[src/rtl/branch_resolve.sv]
// ---------------------------------------------------------------------------
// branch_resolve
//
// This block holds the fetch unit's in-flight branch predictions in a small
// in-order queue. When execute reports a branch outcome, the block compares
// that outcome with the oldest prediction in the queue. One cycle later it
// emits a {mispredict, correct_pc} word to the branch-correction counter
// stage. On a mispredict, every younger prediction is flushed.
//
// Ports
//   clk          rising-edge clock
//   rst          asynchronous, active-low reset
//   pred_valid   fetch presents a prediction
//   pred_ready   queue can accept (not full, from registered count)
//   pred_pc      PC of the predicted branch
//   pred_taken   predicted direction
//   pred_target  predicted target (ignored when not taken)
//   res_valid    execute resolves the oldest outstanding branch
//   res_taken    actual direction
//   res_target   actual target
//   o_fire       one-cycle strobe, o_data valid
//   o_data       {mispredict, correct_pc}, held until the next o_fire
//   o_flush      one-cycle pulse alongside a mispredict o_fire
//   o_underflow  one-cycle pulse after a resolve with an empty queue
//   o_count      number of entries held
// ---------------------------------------------------------------------------
module branch_resolve #(
    parameter int DEPTH = 4,
    parameter int PC_W  = 32
) (
    input  logic                   clk,
    input  logic                   rst,
    input  logic                   pred_valid,
    output logic                   pred_ready,
    input  logic [PC_W-1:0]        pred_pc,
    input  logic                   pred_taken,
    input  logic [PC_W-1:0]        pred_target,
    input  logic                   res_valid,
    input  logic                   res_taken,
    input  logic [PC_W-1:0]        res_target,
    output logic                   o_fire,
    output logic [PC_W:0]          o_data,
    output logic                   o_flush,
    output logic                   o_underflow,
    output logic [$clog2(DEPTH):0] o_count
);

    localparam int AW = $clog2(DEPTH);
    localparam int CW = AW + 1;
    localparam logic [CW-1:0] FULL_CNT = CW'(DEPTH);

    typedef struct packed {
        logic [PC_W-1:0] pc;
        logic            taken;
        logic [PC_W-1:0] target;
    } entry_t;

    entry_t          mem [DEPTH];
    entry_t          head;
    logic [AW-1:0]   rd_ptr;
    logic [AW-1:0]   wr_ptr;
    logic [CW-1:0]   count;
    logic            empty;
    logic            do_push;
    logic            do_pop;
    logic            mispredict;
    logic [PC_W-1:0] correct_pc;

    assign empty      = (count == '0);
    assign pred_ready = (count != FULL_CNT);
    assign do_push    = pred_valid && pred_ready;
    assign do_pop     = res_valid && !empty;
    assign head       = mem[rd_ptr];
    assign o_count    = count;

    // The predicted target matters only when the branch was actually taken.
    // A direction mismatch already counts as a mispredict.
    always_comb begin
        mispredict = (res_taken != head.taken) ||
                     (res_taken && (res_target != head.target));
        correct_pc = res_taken ? res_target : head.pc + PC_W'(4);
    end

    // NOTE: queue storage has no reset. The count and pointers define which
    // entries are live, so stale contents are never observed.
    always_ff @(posedge clk) begin
        if (do_push) begin
            mem[wr_ptr] <= '{pc: pred_pc, taken: pred_taken, target: pred_target};
        end
    end

    // NOTE: sequential state uses non-blocking assignments only. Every
    // register then samples pre-edge values regardless of statement order.
    always_ff @(posedge clk or negedge rst) begin
        if (!rst) begin
            rd_ptr      <= '0;
            wr_ptr      <= '0;
            count       <= '0;
            o_fire      <= 1'b0;
            o_data      <= '0;
            o_flush     <= 1'b0;
            o_underflow <= 1'b0;
        end else begin
            if (do_pop && mispredict) begin
                // Flush: drop every entry, including any push in this cycle.
                // wr_ptr is left unchanged, so a same-cycle write is orphaned.
                count  <= '0;
                rd_ptr <= wr_ptr;
            end else begin
                if (do_push) wr_ptr <= wr_ptr + AW'(1);
                if (do_pop)  rd_ptr <= rd_ptr + AW'(1);
                count <= count + CW'(do_push) - CW'(do_pop);
            end

            o_fire      <= do_pop;
            o_flush     <= do_pop && mispredict;
            o_underflow <= res_valid && empty;
            if (do_pop) begin
                o_data <= {mispredict, correct_pc};
            end
        end
    end

endmodule

[config.mk]
export PLATFORM = sky130hd
export DESIGN_NAME = branch_resolve
export DESIGN_NICKNAME = d
export VERILOG_FILES = /design/src/rtl/branch_resolve.sv
export SDC_FILE = /design/constraint.sdc
export NUM_CORES = 1
export LEC_CHECK = 0
export BUFFER_PORTS_ARGS = -buffer_cell sky130_fd_sc_hd__buf_4
export CAP_MARGIN = 30
export CORE_MARGIN = 2
export CORE_UTILIZATION = 45
export DETAILED_ROUTE_END_ITERATION = 16
export GPL_TIMING_DRIVEN = 0
export PLACE_DENSITY = 0.61
export SYNTH_ARGS = -nofsm -noshare
export SYNTH_HDL_FRONTEND = slang
export SYNTH_SLANG_ARGS = --single-unit
[constraint.sdc]
create_clock -name clk -period 4 [get_ports clk]
set_input_delay 0.2 -clock clk [delete_from_list [all_inputs] [get_ports clk]]
set_output_delay 0.2 -clock clk [all_outputs]
set_load 0.005 [all_outputs]
# Word level (Yosys, flattened, before mapping)
# Memories as Yosys holds them, arrays and structs flattened.
# Cells that the tools add are included.
dict set report totals {
  mem_count 1
  mem_bits_rw 260
  inputBits 102
  wordCells 33
  regBits 43
}
# memory depth width read_ports rd_ports_with_merged_regs wr line
set memory_table {}
lappend memory_table {mem 4 65 1 0 1 58} ;# entry_t mem [DEPTH];
dict set report classes {
  n_bitwise 1
  n_mux 6
  eq_ne 3
  n_reduce_logical 10
  n_addsub 5
}
# cell count
set op_table {}
lappend op_table {{$add 32x3->32 const B} 1}
lappend op_table {{$mux 32} 1}
lappend op_table {{$ne 32x32->1} 1}
lappend op_table {{$logic_and 1x1->1} 5}
lappend op_table {{$add 2x1->2 const B} 2}
lappend op_table {{$mux 2} 2}
lappend op_table {{$add 3x1->3} 1}
lappend op_table {{$logic_not 3->1} 1}
lappend op_table {{$mux 3} 1}
lappend op_table {{$ne 3x3->1 const B} 1}
lappend op_table {{$sub 3x1->3} 1}
lappend op_table {{$mux 1} 2}
lappend op_table {{$reduce_and 2->1} 1}
lappend op_table {{$reduce_bool 2->1} 1}
lappend op_table {{$logic_not 1->1} 1}
lappend op_table {{$logic_or 1x1->1} 1}
lappend op_table {{$ne 1x1->1} 1}
lappend op_table {{$not 1->1} 1}

# Longest topological paths before layout
# Gate-level depths: netlist of run 1.
# An unclocked memory read counts as a cell.
dict set report depth {
  ltp_word 7
  ltp_mapped 13
  ltp_nobuf 12
}

# Least setup slack after synthesis of run 1
# No wires, ideal clock.
dict set report synth_path {
  path_type {reg-to-reg}
  from {register rd_ptr[0]}
  to {register wr_ptr[1]}
  setup_slack_ps 1234
  path_stages_with_launch 10
  path_buffers 1
  t_arrival_ps 2641
  setup_ps 125
  path_cell_list {dfrtp_1 > buf_6 > mux4_2 > xor2_1 > nor4_2 > o2111ai_1 > or4_4 > o32ai_4 > o21ai_2 > mux2_4}
}
dict set report synth_via {
  elab_chain_cells 7
  word_cells_on_any_way 8
}
# element line
set synth_rtl {}
lappend synth_rtl {{start, declared} 60} ;# logic [AW-1:0] rd_ptr;
lappend synth_rtl {{start signal, assigned} 108} ;# rd_ptr <= wr_ptr;
lappend synth_rtl {{start signal, assigned} 111} ;# if (do_pop) rd_ptr <= rd_ptr + AW'(1);
lappend synth_rtl {{$mem_v2 4x65 *} --}
lappend synth_rtl {{$ne 32x32->1} 80} ;# (res_taken && (res_target != head.target));
lappend synth_rtl {{$logic_and 1x1->1} 80}
lappend synth_rtl {{$logic_or 1x1->1 *} 79} ;# mispredict = (res_taken != head.taken) ||
lappend synth_rtl {{$logic_and 1x1->1 *} 104} ;# if (do_pop && mispredict) begin
lappend synth_rtl {{$not 1->1 (no line) *} --}
lappend synth_rtl {{$reduce_and 2->1 (no line) *} --}
lappend synth_rtl {{end signal, assigned} 110} ;# if (do_push) wr_ptr <= wr_ptr + AW'(1);
lappend synth_rtl {{end, declared} 61} ;# logic [AW-1:0] wr_ptr;
# Mark *: on every way between the ends. The rest lies on a longest branch, timed or not.
# A chain may end at the register's enable or synchronous reset.

# Final worst setup path of run 1
dict set report layout_path {
  from {register rd_ptr[1]}
  to {register o_data[25]}
}
dict set report layout_via {
  elab_chain_cells 3
}
# element line
set layout_rtl {}
lappend layout_rtl {{$mem_v2 4x65} --}
lappend layout_rtl {{$add 32x3->32} 81} ;# correct_pc = res_taken ? res_target : head.pc + PC_W'(4);
lappend layout_rtl {{$mux 32} 81}
lappend layout_rtl {{end signal, assigned} 119} ;# o_data <= {mispredict, correct_pc};
lappend layout_rtl {{end, declared} 42} ;# output logic [PC_W:0] o_data,
# No other way between the ends.

==> impl_metrics.prom, run 1 <==
# TYPE chip_impl_metric gauge
chip_impl_metric{name="worst_max_slew_pin_slew",unit="ps"} 768
chip_impl_metric{name="netlist_area",unit="mm^2"} 0.0125
chip_impl_metric{name="first_global_vias",unit=""} 7657
chip_impl_metric{name="cts_repair_resize_count",unit=""} 0
chip_impl_metric{name="reg2reg_setup_slack",unit="ps"} 560
chip_impl_metric{name="reg2regPathDepth",unit=""} 11
chip_impl_metric{name="drt-pass1-iter-count",unit=""} 5
chip_impl_metric{name="timing.critical_path.required",unit="ps"} 4480
chip_impl_info{name="timing.hold.worst.class",value="primary input to flop"} 1
chip_impl_metric{name="synth_xor_xnor_area_share",unit=""} 0.0414
chip_impl_metric{name="power.combinational.fraction",unit=""} 0.331
chip_impl_metric{name="fin_util",unit=""} 0.591
chip_impl_metric{name="worst_setup_hold_path_clk_slew",unit="ps"} 60
chip_impl_metric{name="internal_power",unit="mW"} 7.57
chip_impl_metric{name="clock_sinks",unit=""} 303
chip_impl_metric{name="hold-path-cell-count",unit=""} 3
chip_impl_metric{name="power.switching_fraction",unit=""} 0.313
chip_impl_metric{name="critPathArrivalTime",unit="ps"} 3920
chip_impl_metric{name="synth_cell_types",unit=""} 50
chip_impl_info{name="start_kind",value="flop"} 1
chip_impl_metric{name="clock-skew-final",unit="ps"} 17.5
chip_impl_metric{name="port-buffer-count",unit=""} 141
chip_impl_metric{name="area_growth_from_synthesis_to_layout",unit="%"} 28.4
chip_impl_metric{name="period_minus_slack",unit="ps"} 3440
chip_impl_metric{name="tritoncts.num_buffers",unit=""} 31
chip_impl_metric{name="die-area",unit="mm^2"} 0.0291
chip_impl_metric{name="start_util",unit=""} 0.460
chip_impl_metric{name="achievable-frequency",unit="MHz"} 291
chip_impl_metric{name="setup_viol",unit=""} 0
chip_impl_metric{name="via_per_inst",unit=""} 5.29
chip_impl_metric{name="core_area",unit="mm^2"} 0.0271
chip_impl_metric{name="yosysWarnings",unit=""} 0
chip_impl_info{name="outcome",value="completed"} 1
chip_impl_metric{name="clk_latency",unit="ps"} 560
chip_impl_metric{name="synth.mux.area_fraction",unit=""} 0.124
chip_impl_metric{name="seq_area_frac_synth",unit=""} 0.712
chip_impl_metric{name="antenna_diodes",unit=""} 0
chip_impl_metric{name="nNetsFinal",unit=""} 1100
chip_impl_metric{name="layout-drive-gt1-share",unit=""} 0.273
chip_impl_metric{name="num_vias",unit=""} 7334
chip_impl_metric{name="grt_overflow",unit=""} 0
chip_impl_info{name="worst_hold_path.endpoint",value="o_data[6]"} 1
chip_impl_metric{name="grt.total_usage",unit=""} 0.215
chip_impl_metric{name="vdd_ir_drop_max",unit="uV"} 392
chip_impl_info{name="list_of_most_frequent_post_synthesis_cells",value="sky130_fd_sc_hd__edfxtp_1 (260), sky130_fd_sc_hd__mux4_2 (54), sky130_fd_sc_hd__nand2_1 (51)"} 1
chip_impl_metric{name="antenna_found_initial",unit=""} 1
chip_impl_metric{name="leakage",unit="nW"} 5.76
chip_impl_metric{name="synth_compound_gate_area_share",unit=""} 0.0386
chip_impl_metric{name="placement_rows",unit=""} 60
chip_impl_info{name="min-delay-start",value="res_target[6]"} 1
chip_impl_metric{name="synth_edf_count",unit=""} 260
chip_impl_info{name="timing.rr.start",value="rd_ptr[1]"} 1
chip_impl_metric{name="dp_hpwl",unit="um"} 20800
chip_impl_metric{name="period_share",unit=""} 0.860
chip_impl_metric{name="globalplace.congestion",unit=""} 0.850
chip_impl_info{name="tritoncts",value="built"} 1
chip_impl_metric{name="async_reset_ff_frac",unit=""} 0.142
chip_impl_info{name="synth_area_leader_cell",value="sky130_fd_sc_hd__edfxtp_1"} 1
chip_impl_metric{name="grt_first_pass_wirelength",unit="um"} 46000
chip_impl_metric{name="p_switching",unit="mW"} 3.46
chip_impl_metric{name="postSynthAreaPerCell",unit="um^2"} 17.2
chip_impl_info{name="grt_setup_unrepaired",value="no"} 1
chip_impl_info{name="synth.top_cells.by_area",value="sky130_fd_sc_hd__edfxtp_1 (63%), sky130_fd_sc_hd__mux4_2 (9.7%), sky130_fd_sc_hd__dfrtp_1 (8.6%)"} 1
chip_impl_metric{name="pwr_density",unit="mW/mm^2"} 688
chip_impl_metric{name="synthSimpleGateAreaFrac",unit=""} 0.0563
chip_impl_metric{name="clockBufferDepth",unit=""} 3
chip_impl_metric{name="synth_fa_ha_area_frac",unit=""} 0.00863
chip_impl_metric{name="seqPwrFrac",unit=""} 0.411
chip_impl_metric{name="timing.max_slew.rel_slack",unit=""} 0.488
chip_impl_metric{name="drt_iter0_drc",unit=""} 702
chip_impl_metric{name="grt_max_degree",unit=""} 49
chip_impl_metric{name="syn_inst",unit=""} 724
chip_impl_info{name="timing.rr.end",value="o_data[25]"} 1
chip_impl_metric{name="die_width",unit="um"} 171
chip_impl_metric{name="finalHoldWorstSlack",unit="ps"} 26.9
chip_impl_info{name="end_kind",value="flop"} 1
chip_impl_metric{name="synthesized_net_count",unit=""} 834
chip_impl_info{name="crit_type",value="flop to flop"} 1
chip_impl_metric{name="io_pins",unit=""} 142
chip_impl_metric{name="critPathMaxFanout",unit=""} 10
chip_impl_metric{name="timing.final.max_slew_violations",unit=""} 0
chip_impl_metric{name="final_hold_viol_count",unit=""} 0
chip_impl_metric{name="synth.top_cell.area_share",unit=""} 0.626
chip_impl_info{name="synthMostInstantiatedCell",value="sky130_fd_sc_hd__edfxtp_1"} 1
chip_impl_metric{name="totalWireLength",unit="um"} 30600
chip_impl_info{name="ctsRootBufferMaster",value="sky130_fd_sc_hd__clkbuf_16"} 1
chip_impl_metric{name="route.detailed.drc",unit=""} 0
chip_impl_metric{name="antenna_left",unit=""} 0
chip_impl_metric{name="clkPwrFrac",unit=""} 0.257
chip_impl_metric{name="drv.max_cap_violation_count",unit=""} 0
chip_impl_info{name="largest_family_of_logic_cells_by_synthesized_area",value="multiplexers"} 1
chip_impl_metric{name="ys_ff_latch",unit=""} 303
chip_impl_metric{name="cts_h_tree_lvls",unit=""} 1
chip_impl_info{name="synth_flop_cell",value="sky130_fd_sc_hd__edfxtp_1"} 1
chip_impl_metric{name="chipHeight",unit="um"} 171
chip_impl_metric{name="post_drt_wl_per_cell",unit="um"} 22.1
==> critical path, stage by stage, from the launching register on <==
cell                      delay, ps
sky130_fd_sc_hd__dfrtp_1        320
sky130_fd_sc_hd__buf_4          140
sky130_fd_sc_hd__buf_4          230
sky130_fd_sc_hd__buf_2          420
sky130_fd_sc_hd__mux4_2         320
sky130_fd_sc_hd__and4_1         210
sky130_fd_sc_hd__nor2b_1        490
sky130_fd_sc_hd__nand2_1        250
sky130_fd_sc_hd__or4_1          590
sky130_fd_sc_hd__xnor2_1        160
sky130_fd_sc_hd__nor2_1          60
sky130_fd_sc_hd__o21ai_1        150
==> power by group through the flow <==
stage                     Combinational (mW)  Clock [mW]  Sequential (mW)
final                                   3.65        2.84             4.53
after detailed placement                3.62           0             4.60
after floorplan                         2.26           0             4.51
after CTS                               3.71        2.89             4.54
after global placement                  3.48           0             4.63
after global routing                    3.97        3.01             4.58
==> state kept, by name (all words and copies together) (netlist names) <==
name         flops
mem            260
o_data          33
o_count          3
rd_ptr           2
wr_ptr           2
o_fire           1
o_flush          1
o_underflow      1
==> routing by layer <==
metal  vias to the layer above  global-route usage  part of all wire
li1                       3340                   -                 -
met1                      3701               0.298              0.43
met2                       237               0.354              0.48
met3                        56              0.0287             0.052
met4                         0              0.0766             0.033
met5                         -                   0                 0
==> cell families after synthesis <==
kind of cell | Yosys count
compound gates | 80
xor+xnor | 59
fa+ha+maj | 8
buf+inv | 44
flops | 303
mux | 86
simple gates | 144
==> area by class of cell <==
type	count	area, um^2
inverter	13	48.8
sequential	303	8880
fill	2085	11100
buffer	31	191
timing repair buffer	233	2050
tap	372	465
clock buffer	34	787
multi-input combinational	377	3370
clock inverter	23	218
==> stage by stage <==
stage | std cells | total power [mW] | worst slack, ps | TNS [ps] | instance area, um^2
finish | 1386 | 11.0 | 558 | 0 | 16000
global route | 1386 | 11.6 | 279 | 0 | 16000
CTS | 1386 | 11.1 | 504 | 0 | 16000
detailed placement | 1241 | 8.22 | 524 | 0 | 14100
global placement | 1237 | 8.11 | -13.2 | -424 | 14000
floorplan | 724 | 6.77 | 1230 | 0 | 12500
==> cell usage in the layout (no fill, tap or decap), drive strengths merged, types with 2 or more instances in the layout <==
master	instances
xnor2	43
nand3	13
and2	6
edfxtp	260
or3	2
mux2i	29
nor2b	4
and4	2
dfrtp	43
nand2b	2
clkbuf	48
o22ai	3
mux2	3
nor4	2
nand4	8
dlygate4sd3	88
o2111ai	2
xor2	16
nand2	51
clkinv	17
mux4	54
o211ai	2
nor3	9
and3	11
o311ai	3
or4	4
nor2	28
inv	15
a21oi	14
ha	7
buf	162
bufinv	4
o21ai	48
a21bo	2
==> worst max-delay path by stage <==
stage	endpoint	cells after the start	start	slack [ps]
6_report	o_data[25]	11	rd_ptr[1]	560
5_1_grt	o_data[25]	11	rd_ptr[1]	280
4_1_cts	o_data[25]	11	rd_ptr[1]	500
3_5_place_dp	o_data[25]	11	rd_ptr[1]	520
3_3_place_gp	mem[0][36]	3	o_count[1]	-10
2_1_floorplan	wr_ptr[1]	9	rd_ptr[0]	1230
==> what timing repair did <==
action | 4_1_cts | 5_1_grt
endpoints found under the setup margin | 0 | 0
hold buffers | 88 | 0
hold endpoints to repair | 325 | 0
buffers inserted | 0 | 0
Power figures use the tool's default switching activity.
==> run 2: changes to the inputs <==
Settings changed: BUFFER_PORTS_ARGS -buffer_cell sky130_fd_sc_hd__buf_4 to unset, DONT_BUFFER_PORTS set to 1, PLACE_DENSITY 0.61 to 0.57.
==> run 2 against run 1 <==
  * Via count down 4.8%
  * Sequential cell count did not move
  * Register-to-register slack worse by 50 ps
  * Wire length up 1.0%
  * Final area shrank 5.9%
  * Global-route usage barely moved
  * Clock-buffer cell count rose by 1
  * Clock power fell by 4%
  * First-iteration DRC count decreased by 13%
  * Final cell count shrank 9.3%
  * Die area stayed put
  * Fmax is 1.4% lower
  * Largest cell class unchanged
==> impl_metrics.prom, run 2 (synthesized netlist as in run 1, its figures left out) <==
# TYPE chip_impl_metric gauge
chip_impl_info{name="outcome",value="completed"} 1
chip_impl_metric{name="max_stage_delay",unit="ps"} 420
chip_impl_metric{name="core_area",unit="mm^2"} 0.0271
chip_impl_info{name="cpLargestDelayFamily",value="buffers and inverters"} 1
chip_impl_metric{name="worst_setup_hold_path_clk_slew",unit="ps"} 60
chip_impl_metric{name="period_share",unit=""} 0.873
chip_impl_info{name="ctsRootBufferMaster",value="sky130_fd_sc_hd__clkbuf_16"} 1
chip_impl_metric{name="layout-drive-gt1-share",unit=""} 0.150
chip_impl_metric{name="setup_viol",unit=""} 0
chip_impl_metric{name="dp_worst_setup_slack",unit="ps"} 566
chip_impl_metric{name="timing.final.max_slew_violations",unit=""} 0
chip_impl_metric{name="leakage",unit="nW"} 5.12
chip_impl_metric{name="nNetsFinal",unit=""} 973
chip_impl_metric{name="total_power",unit="mW"} 10.6
chip_impl_metric{name="critical_path_buf_inv_count",unit=""} 4
chip_impl_metric{name="route.detailed.drc",unit=""} 0
chip_impl_info{name="layout_commonest_cell",value="sky130_fd_sc_hd__edfxtp_1"} 1
chip_impl_metric{name="die_width",unit="um"} 171
chip_impl_metric{name="timing.max_slew.rel_slack",unit=""} 0.410
chip_impl_metric{name="crit_cells",unit=""} 12
chip_impl_metric{name="fin_util",unit=""} 0.556
chip_impl_metric{name="final.fill_count",unit=""} 2115
chip_impl_info{name="grt_setup_unrepaired",value="no"} 1
chip_impl_metric{name="clockBufferDepth",unit=""} 3
chip_impl_metric{name="start_util",unit=""} 0.460
chip_impl_metric{name="antenna_diodes",unit=""} 0
chip_impl_metric{name="hold-path-cell-count",unit=""} 1
chip_impl_metric{name="vdd_ir_drop_max",unit="uV"} 361
chip_impl_info{name="registers.top_by_ff_count",value="mem"} 1
chip_impl_metric{name="clk_latency",unit="ps"} 550
chip_impl_metric{name="largest_register_ffs",unit=""} 260
chip_impl_metric{name="chipHeight",unit="um"} 171
chip_impl_metric{name="via_per_inst",unit=""} 5.56
chip_impl_metric{name="drt-pass1-iter-count",unit=""} 4
chip_impl_metric{name="clock-skew-final",unit="ps"} 13.0
chip_impl_metric{name="dp_hpwl",unit="um"} 20700
chip_impl_metric{name="reg2regPathDepth",unit=""} 12
chip_impl_metric{name="period_minus_slack",unit="ps"} 3490
chip_impl_metric{name="achievable-frequency",unit="MHz"} 286
chip_impl_metric{name="drt_iter0_drc",unit=""} 611
chip_impl_metric{name="timing.critical_path.required",unit="ps"} 4460
chip_impl_metric{name="post_drt_wl_per_cell",unit="um"} 24.6
chip_impl_info{name="critical-path-top-cell-by-count",value="sky130_fd_sc_hd__buf_4"} 1
chip_impl_metric{name="die-area",unit="mm^2"} 0.0291
chip_impl_metric{name="globalplace.congestion",unit=""} 0.821
chip_impl_metric{name="grt.total_usage",unit=""} 0.215
chip_impl_metric{name="grt_max_degree",unit=""} 45
chip_impl_metric{name="port-buffer-count",unit=""} 0
chip_impl_info{name="cp_slowest_cell",value="sky130_fd_sc_hd__buf_2"} 1
chip_impl_metric{name="num_vias",unit=""} 6984
chip_impl_metric{name="critPathArrivalTime",unit="ps"} 3950
chip_impl_metric{name="grt_overflow",unit=""} 0
chip_impl_metric{name="tritoncts.num_buffers",unit=""} 31
chip_impl_info{name="timing.hold.worst.class",value="primary input to flop"} 1
chip_impl_info{name="crit_type",value="flop to flop"} 1
chip_impl_metric{name="worst_max_slew_pin_slew",unit="ps"} 885
chip_impl_metric{name="cts_repair_resize_count",unit=""} 0
chip_impl_metric{name="area_growth_from_synthesis_to_layout",unit="%"} 20.8
chip_impl_metric{name="placement_rows",unit=""} 60
chip_impl_metric{name="cts_h_tree_lvls",unit=""} 1
chip_impl_metric{name="antenna_left",unit=""} 0
chip_impl_metric{name="grt_first_pass_wirelength",unit="um"} 45700
chip_impl_metric{name="clock_sinks",unit=""} 303
chip_impl_metric{name="drv.max_cap_violation_count",unit=""} 0
chip_impl_metric{name="post-route-worst-setup-slack",unit="ps"} 509
chip_impl_metric{name="first_global_vias",unit=""} 7224
chip_impl_info{name="tritoncts",value="built"} 1
chip_impl_info{name="final_cell_mix",value="sky130_fd_sc_hd__edfxtp_1 (260), sky130_fd_sc_hd__dlygate4sd3_1 (101), sky130_fd_sc_hd__mux4_2 (54)"} 1
chip_impl_metric{name="critPathMaxFanout",unit=""} 10
chip_impl_info{name="cp_cell_sequence",value="buf_4 > buf_4 > buf_2 > mux4_2 > ha_1 > and2_1 > clkbuf_1 > nand2_1 > nor4_1 > xor2_1 > mux2i_1 > o21ai_0"} 1
chip_impl_metric{name="antenna_found_initial",unit=""} 1
chip_impl_metric{name="io_pins",unit=""} 142
chip_impl_metric{name="post-cts-setup-buffers",unit=""} 0
chip_impl_metric{name="final_hold_viol_count",unit=""} 0
chip_impl_info{name="end_kind",value="flop"} 1
chip_impl_info{name="start_kind",value="flop"} 1
chip_impl_metric{name="pwr_density",unit="mW/mm^2"} 703
chip_impl_metric{name="totalWireLength",unit="um"} 30900
## run 2: stage by stage
stage / TNS (ps) / instance area, um^2 / hold WS, ps / instances
2_1_floorplan: 0 / 12500 / -95.6 / 724
3_3_place_gp: -8590 / 12900 / -94.5 / 1096
3_5_place_dp: 0 / 13100 / -94.5 / 1100
4_1_cts: 0 / 15100 / 111 / 1257
5_1_grt: 0 / 15100 / 121 / 1257
6_report: 0 / 15100 / 122 / 1257
## run 2: power breakdown
part / total [mW] / leakage (nW) / switching (mW) / internal, mW
sequential: 4.58 / 2.91 / 0.349 / 4.23
combinational: 3.28 / 1.74 / 1.88 / 1.40
clock: 2.74 / 0.473 / 1.15 / 1.60
total: 10.6 / 5.12 / 3.37 / 7.22
## run 2: path summary, 6_finish.rpt
| kind | to | startpoint | slack (ps) |
|---|---|---|---|
| max | o_data[28] | rd_ptr[1] | 510 |
| min | mem[1][61] | pred_valid | 120 |
| max reg2reg | o_data[28] | rd_ptr[1] | 510 |
| min reg2reg | o_data[0] | o_data[0] | 510 |
| max in group asynchronous | o_data[25] | rst | 3590 |
| min in group asynchronous | o_data[29] | rst | 190 |
## run 2: final cells by class
class / instances / area [um^2] / share of cell area
tap: 372 / 465 / 0.0309
multi-input combinational: 377 / 3370 / 0.224
clock inverter: 20 / 168 / 0.0111
buffer: 31 / 191 / 0.0127
clock buffer: 35 / 791 / 0.0525
sequential: 303 / 8880 / 0.590
timing repair buffer: 106 / 1150 / 0.0762
inverter: 13 / 48.8 / 0.00324
## run 2: routing by layer
metal  global-route usage  vias to the layer above  share of wire
li1                     -                     3077              -
met1                0.289                     3629           0.42
met2                0.354                      236           0.49
met3               0.0488                       42          0.067
met4               0.0609                        0          0.024
met5                    0                        -              0
## run 2: what timing repair did
item                                    CTS  global route
hold buffers                            102             0
endpoints found under the setup margin    0             0
endpoints found under the hold margin   338             0
